[src/rtl/delta_change_monitor.sv]
// Samples an 8-bit counter bus, queues every value change in a small FIFO
// and checks +1 steps. Optional macro: DELTA_STEP_CHECK_EN (step-error tracking).
module delta_change_monitor #(
  parameter int DEPTH = 4,
  parameter int CNT_W = 16
) (
  input  logic             clk,
  input  logic             rst,
  input  logic [7:0]       x_in,
  output logic             evt_valid,
  input  logic             evt_ready,
  output logic [7:0]       evt_data,
  output logic             evt_step_err,
  output logic [CNT_W-1:0] change_count,
  output logic             overflow
);

  localparam int AW = (DEPTH > 1) ? $clog2(DEPTH) : 1;
  localparam logic [AW:0] FULL_OCC = (AW+1)'(DEPTH);

  typedef enum logic {PRIME = 1'b0, RUN = 1'b1} state_t;

  state_t        state;
  state_t        state_next;
  logic [7:0]    prev;
  logic [7:0]    data_mem [DEPTH];
  logic [AW-1:0] wr_ptr;
  logic [AW-1:0] rd_ptr;
  logic [AW:0]   occ;
  logic          load_prev;
  logic          change;
  logic          push;
  logic          pop;
  logic          drop;

  always_ff @(posedge clk) begin
    if (rst) begin
      state <= PRIME;
    end else begin
      state <= state_next;
    end
  end

  always_comb begin
    state_next = state;
    load_prev  = 1'b0;
    change     = 1'b0;
    case (state)
      PRIME: begin
        load_prev  = 1'b1;
        state_next = RUN;
      end
      RUN: begin
        change    = (x_in != prev);
        load_prev = change;
      end
      default: begin
        state_next = PRIME;
      end
    endcase
  end

  // A full FIFO still accepts a push when the head leaves on the same edge.
  assign pop  = (occ != {(AW+1){1'b0}}) && evt_ready;
  assign push = change && ((occ != FULL_OCC) || pop);
  assign drop = change && (occ == FULL_OCC) && !pop;

  always_ff @(posedge clk) begin
    if (rst) begin
      prev         <= 8'h00;
      wr_ptr       <= {AW{1'b0}};
      rd_ptr       <= {AW{1'b0}};
      occ          <= {(AW+1){1'b0}};
      change_count <= {CNT_W{1'b0}};
      overflow     <= 1'b0;
      for (int i = 0; i < DEPTH; i++) begin
        data_mem[i] <= 8'h00;
      end
    end else begin
      if (load_prev) begin
        prev <= x_in;
      end
      if (push) begin
        data_mem[wr_ptr] <= x_in;
        wr_ptr           <= wr_ptr + AW'(1);
      end
      if (pop) begin
        rd_ptr <= rd_ptr + AW'(1);
      end
      if (push && !pop) begin
        occ <= occ + (AW+1)'(1);
      end else if (pop && !push) begin
        occ <= occ - (AW+1)'(1);
      end
      if (change && (change_count != {CNT_W{1'b1}})) begin
        change_count <= change_count + CNT_W'(1);
      end
      if (drop) begin
        overflow <= 1'b1;
      end
    end
  end

  assign evt_valid = (occ != {(AW+1){1'b0}});
  assign evt_data  = data_mem[rd_ptr];

`ifdef DELTA_STEP_CHECK_EN
  logic err_mem [DEPTH];
  logic step_err;

  // Step error is judged against the last sampled value only.
  assign step_err = (x_in != (prev + 8'd1));

  always_ff @(posedge clk) begin
    if (rst) begin
      for (int i = 0; i < DEPTH; i++) begin
        err_mem[i] <= 1'b0;
      end
    end else if (push) begin
      err_mem[wr_ptr] <= step_err;
    end
  end

  assign evt_step_err = err_mem[rd_ptr];
`else
  assign evt_step_err = 1'b0;
`endif

endmodule

[config.mk]
export PLATFORM = sky130hd
export DESIGN_NAME = delta_change_monitor
export DESIGN_NICKNAME = d
export VERILOG_FILES = /design/src/rtl/delta_change_monitor.sv
export SDC_FILE = /design/constraint.sdc
export NUM_CORES = 1
export LEC_CHECK = 0
export ABC_AREA = 1
export CORE_ASPECT_RATIO = 1.5
export CORE_UTILIZATION = 40
export CTS_CLUSTER_SIZE = 8
export DETAILED_ROUTE_END_ITERATION = 8
export REMOVE_ABC_BUFFERS = 1
export SKIP_CTS_REPAIR_TIMING = 1
export SYNTH_ARGS = -nofsm -noshare
export SYNTH_HDL_FRONTEND = slang
export SYNTH_SLANG_ARGS = --single-unit
[constraint.sdc]
create_clock -name clk -period 2.2 [get_ports clk]
set_clock_uncertainty 0.05 [all_clocks]
set_input_delay 0.44 -clock clk [delete_from_list [all_inputs] [get_ports clk]]
set_output_delay 0.44 -clock clk [all_outputs]
set_load 0.1 [all_outputs]
* Word-level counts from Yosys, hierarchy flattened *
Memory sizes are Yosys's and may differ from the RTL's. A register that Yosys moved wholly into a read port is not among the register bits.
Cells that the tools add are included.

word-level totals
  flip-flop bits (word level) = 33
  memory bits (writable) = 32
  input bits = 11
  output and inout bits = 27
  word-level logic and storage cells = 46
  memories = 1

cells by class
  $add $sub $neg = 5
  equal/unequal tests = 4
  muxes and demuxes = 15
  bitwise logic cells = 1
  reduce and logical (&&, ||, !) cells = 13

memory list
  name      words  width  read ports  clocked after memory_dff  wr ports  line  RTL
  data_mem  4      8      1           1                         4         26    logic [7:0] data_mem [DEPTH];

operator list
  kind                   number
  $add 16x1->16 const B  1
  $ne 16x16->1 const B   1
  $mux 1                 8
  $mux 8                 1
  $ne 8x8->1             1
  $reduce_or 8->1        1
  $logic_and 1x1->1      7
  $mux 2                 3
  $mux 3                 2
  $add 2x1->2 const B    2
  $add 3x1->3 const B    1
  $eq 3x3->1 const B     1
  $ne 3x3->1 const B     1
  $reduce_bool 3->1      1
  $sub 3x1->3 const B    1
  $logic_not 1->1        2
  $pmux 1 s2             1
  $reduce_bool 2->1      1
  $logic_or 1x1->1       1
  $not 1->1              1

* Logic depth before layout (Yosys ltp) *
Gate-level depths: netlist (run 1).

  depth after elaboration = 9
  depth in mapped cells = 15
  mapped depth without buffers = 15

* Least setup slack after synthesis (run 1) *
Ideal clock, no wire load.

  kind = register to register
  start point = reg occ[0]
  end point = reg occ[2]
  library setup time = 0.122 ns
  arrival time = 2.650 ns
  data required time = 2.028 ns
  path slack = -0.622 ns
  cell stages (with the launch flop) = 14
  path buffers = 0
  period minus slack after synthesis = 2.822 ns
  cells stage by stage = dfxtp_1 -> nor2_1 -> nand2_1 -> nand2_1 -> nand3_1 -> nand3_4 -> inv_2 -> ha_1 -> inv_1 -> fa_1 -> a21oi_1 -> o21ai_0 -> o21ai_0 -> a21oi_1

on the way
  cells in the longest elaborated chain, start to end = 7
  elaborated cells on any way between the ends = 14
  classes of those cells = 2 x add/sub; 1 x eq/ne; 2 x mux; 9 x reduce/logical

RTL lines
  item                         line  RTL
  from (decl)                  29    logic [AW:0] occ;
  from (signal assigned)       73    occ <= {(AW+1){1'b0}};
  from (signal assigned)       91    occ <= occ + (AW+1)'(1);
  from (signal assigned)       93    occ <= occ - (AW+1)'(1);
  $reduce_bool 3->1 (*)        -
  named net evt_valid          10    output logic evt_valid,
  $logic_and 1x1->1 (*)        64    assign pop = (occ != {(AW+1){1'b0}}) && evt_ready;
  $logic_or 1x1->1 (*)         65    assign push = change && ((occ != FULL_OCC) || pop);
  $logic_and 1x1->1 (*)        65
  named net push               32    logic push;
  $logic_not 1->1              92    end else if (pop && !push) begin
  $logic_and 1x1->1            92
  $reduce_bool 2->1 (no line)  -

The timed path passes the listed nets; every way through them passes the cells marked *. The select of a mux whose other input is x is not followed.
A chain may end at the register's enable or synchronous reset.

* Worst setup path after layout (run 1) *
  start point = reg occ[0]
  end point = reg occ[1]

on the way
  cells in the longest elaborated chain, start to end = 7
  elaborated cells on any way between the ends = 14
  classes of those cells = 2 x add/sub; 1 x eq/ne; 2 x mux; 9 x reduce/logical

RTL lines
  item                         line
  $reduce_bool 3->1            64
  $logic_and 1x1->1            64
  $logic_or 1x1->1 (*)         65
  $logic_and 1x1->1 (*)        65
  named net push               32
  $logic_not 1->1              92
  $logic_and 1x1->1            92
  $reduce_bool 2->1 (no line)  -

Marked as above.

==> results.json, run 1 <==
{
  "place_area_um2": 3840,
  "syn_inst": 365,
  "gp_congestion": 0.8193,
  "status": "finished clean",
  "fmax_ghz": 0.4802,
  "rsz0062_at_grt": "no",
  "p_int_mw": 3.131,
  "track_usage_pct": 18.56,
  "finalCritPeriodShare_pct": 94.67,
  "first_iter_violations": 184,
  "top_layer_used": "met4",
  "viasPerCell": 4.803,
  "r2r-end": "occ[1]",
  "ir_drop_mv": 0.4523,
  "die_w_um": 74.55,
  "grt-ovfl-total": 0,
  "crit_path_frequent_cell": "nand2_1",
  "port_buffers": 36,
  "dp_hpwl_um": 5199,
  "cap_violations": 0,
  "worstPathCellList": "nor2_1 > nand2_1 > nand2_1 > nand3_2 > nand3_4 > inv_2 > ha_1 > inv_1 > fa_2 > o21ai_0 > a21oi_1",
  "grt_pass1_wl_um": 11530,
  "start_util_pct": 41.49,
  "final_antenna_net_count": 0,
  "syn-mean-instance-area_um2": 8.652,
  "grt_max_degree": 18,
  "pwr-share-clk_pct": 32.9,
  "whs_path_depth": 1,
  "cts-root-buf": "clkbuf_16",
  "p_leak_nw": 1.781,
  "dp_slack_ns": -0.5552,
  "core-area_um2": 7612,
  "worst_setup_path_start_kind": "register",
  "antenna_found_initial": 0,
  "area_growth_pct": 33.72,
  "yosys.area.top_type": "edfxtp_1",
  "synth_area_um2": 3158,
  "critical_path.endpoint": "occ[1]",
  "synth_area_leaders": "edfxtp_1, dfxtp_1, nand2_1",
  "synth-edff-count": 32,
  "drc": 0,
  "setup_viol": 0,
  "dpl.cell_count": 520,
  "synthFlopType": "dfxtp_1",
  "worst-path-stages": 11,
  "yosysSeqAreaShare_pct": 52.61,
  "path_class": "reg -> reg",
  "layout_setup_ws_ns": 0.1174,
  "seq_area_um2": 1663,
  "wl_met3_um": 210,
  "clk_latency_ns": 0.33,
  "hold_path.class": "reg -> reg",
  "finalHoldViolCount": 0,
  "htreeDepth": 3,
  "drtPass1Iterations": 4,
  "design_area_um2": 4223,
  "crit_path_top_delay_cell": "fa_2",
  "cts_tree": "done",
  "final_layout_size_suffix_gt1_share_pct": 22.53,
  "fillers": 735,
  "nets": 444,
  "wl_um": 7059,
  "synthDistinctLibCells": 32,
  "r2r_slack_ns": 0.12,
  "synth_top_area_share_pct": 30.43,
  "synth_common_cells": "nand2_1, nor2_1, dfxtp_1, edfxtp_1, o21ai_0",
  "ys_ff_latch": 67,
  "core.rowCount": 39,
  "power_density_nw_per_um2": 1147,
  "clk_pin_slew_ns": 0.05,
  "ys_warn_count": 0,
  "antenna_cells": 0,
  "drv_slew": 0,
  "instances_no_fill": 537,
  "switchingPower_mw": 1.714,
  "crit_path_start": "occ[0]",
  "p_sw_share_pct": 35.37,
  "p_total_mw": 4.844,
  "slowest_delay_ns": 0.44,
  "io_pins": 38,
  "min_period_ns": 2.083,
  "vias": 2579,
  "cp_max_fo": 3,
  "end_kind": "register",
  "grt_pass1_vias": 2469,
  "cts_buffers": 9,
  "comb_power_share_pct": 35.5,
  "cp_top_family": "adder cells",
  "critPathBufInv": 2,
  "die_h_um": 110.8,
  "die_area_um2": 8262,
  "r2r_start": "occ[0]",
  "wl_met1_um": 2900,
  "setup_tns_ns": 0,
  "multi_input_area_um2": 1329,
  "p_seq_share_pct": 31.6,
  "worst_ep_arrival_time_ns": 2.25,
  "avgRoutedWirePerCell_um": 13.15,
  "met2_wirelength_um": 3809,
  "async_flop_share_pct": 0,
  "cp.required_ns": 2.37,
  "cts_max_path_buffers": 2,
  "clock_sinks": 67,
  "worst-r2r-cell-count": 11
}
## metal layers
layer | up-vias | global-route usage [%]
met2 | 45 | 32.49
met1 | 1185 | 20.76
met3 | 9 | 4.455
met4 | 0 | 7.547
li1 | 1340 | -
met5 | - | 0
## stage by stage
step,util (%),hold slack (ns)
2_1_floorplan,-,0.3870
4_1_cts,54.88,0.4241
3_3_place_gp,50.44,0.4017
3_5_place_dp,50.44,0.4102
6_report,55.47,0.4192
5_1_grt,55.47,0.4489
## state kept, by name, summed over array words and instances (netlist names), named ones only
register and count:
data_mem 32, change_count 16, prev 8, occ 3, rd_ptr 2, wr_ptr 2
overflow 1, state 1
## power groups by stage
stage	registers, mW	logic [mW]	clock network [mW]
3_3_place_gp	1.54	1.68	0
3_5_place_dp	1.54	1.71	0
6_report	1.53	1.72	1.59
4_1_cts	1.52	1.72	1.62
2_1_floorplan	1.57	1.01	0
5_1_grt	1.54	1.82	1.67
## cell families (layout without fill, tap and decap cells)
| group | after synthesis | after routing | synth area share [%] |
|---|---|---|---|
| xor gates and xnor gates | 16 | 16 | 4.437 |
| adders and majority gates | 3 | 3 | 1.426 |
| DFF | 67 | 67 | 52.61 |
| buffers and inverters | 42 | 112 | 5.705 |
| AOI/OAI and AO/OA | 57 | 57 | 9.905 |
| other | 1 | 1 | 0.1187 |
| and+or+nand+nor | 179 | 179 | 25.79 |
## area by class of cell
| cell class | instances | share of cell area, % |
|---|---|---|
| clock buffers | 12 | 6.341 |
| clock inverters | 4 | 1.659 |
| inverters | 31 | 2.844 |
| multi-input cells | 256 | 31.47 |
| flip-flops and latches | 67 | 39.38 |
| well taps | 102 | 3.022 |
| repair buffers | 64 | 15.11 |
| repair inverters | 1 | 0.1778 |
## cell usage in the layout (no fill, tap or decap), types with 3 or more instances in the layout
master          instances
dlymetal6s2s_1          8
o21ai_0                24
nand2_1                66
xnor2_1                10
a21oi_1                18
nor2_1                 66
nand4_1                 5
edfxtp_1               32
a21oi_2                 4
inv_2                   6
dfxtp_1                34
nor2_2                  3
inv_1                  23
buf_4                  45
o22ai_1                 8
nor3_1                  8
buf_12                  9
clkbuf_16              10
xor2_1                  6
nand3_1                19
## worst min path at each step
stage / start / endpoint / slack, ns
5_1_grt: rd_ptr[0] / register / 0.45
3_5_place_dp: rd_ptr[0] / register / 0.41
2_1_floorplan: rd_ptr[1] / register / 0.39
3_3_place_gp: overflow / overflow / 0.40
4_1_cts: rd_ptr[0] / register / 0.42
6_report: rd_ptr[0] / register / 0.42
Note: power is estimated with default switching activity, not from simulation.
==> run 2, diff against run 1 <==
Settings changed: SLEW_MARGIN set to 20.
==> results of run 2 <==
Final layout, timing and power as in run 1 (identical DEF).
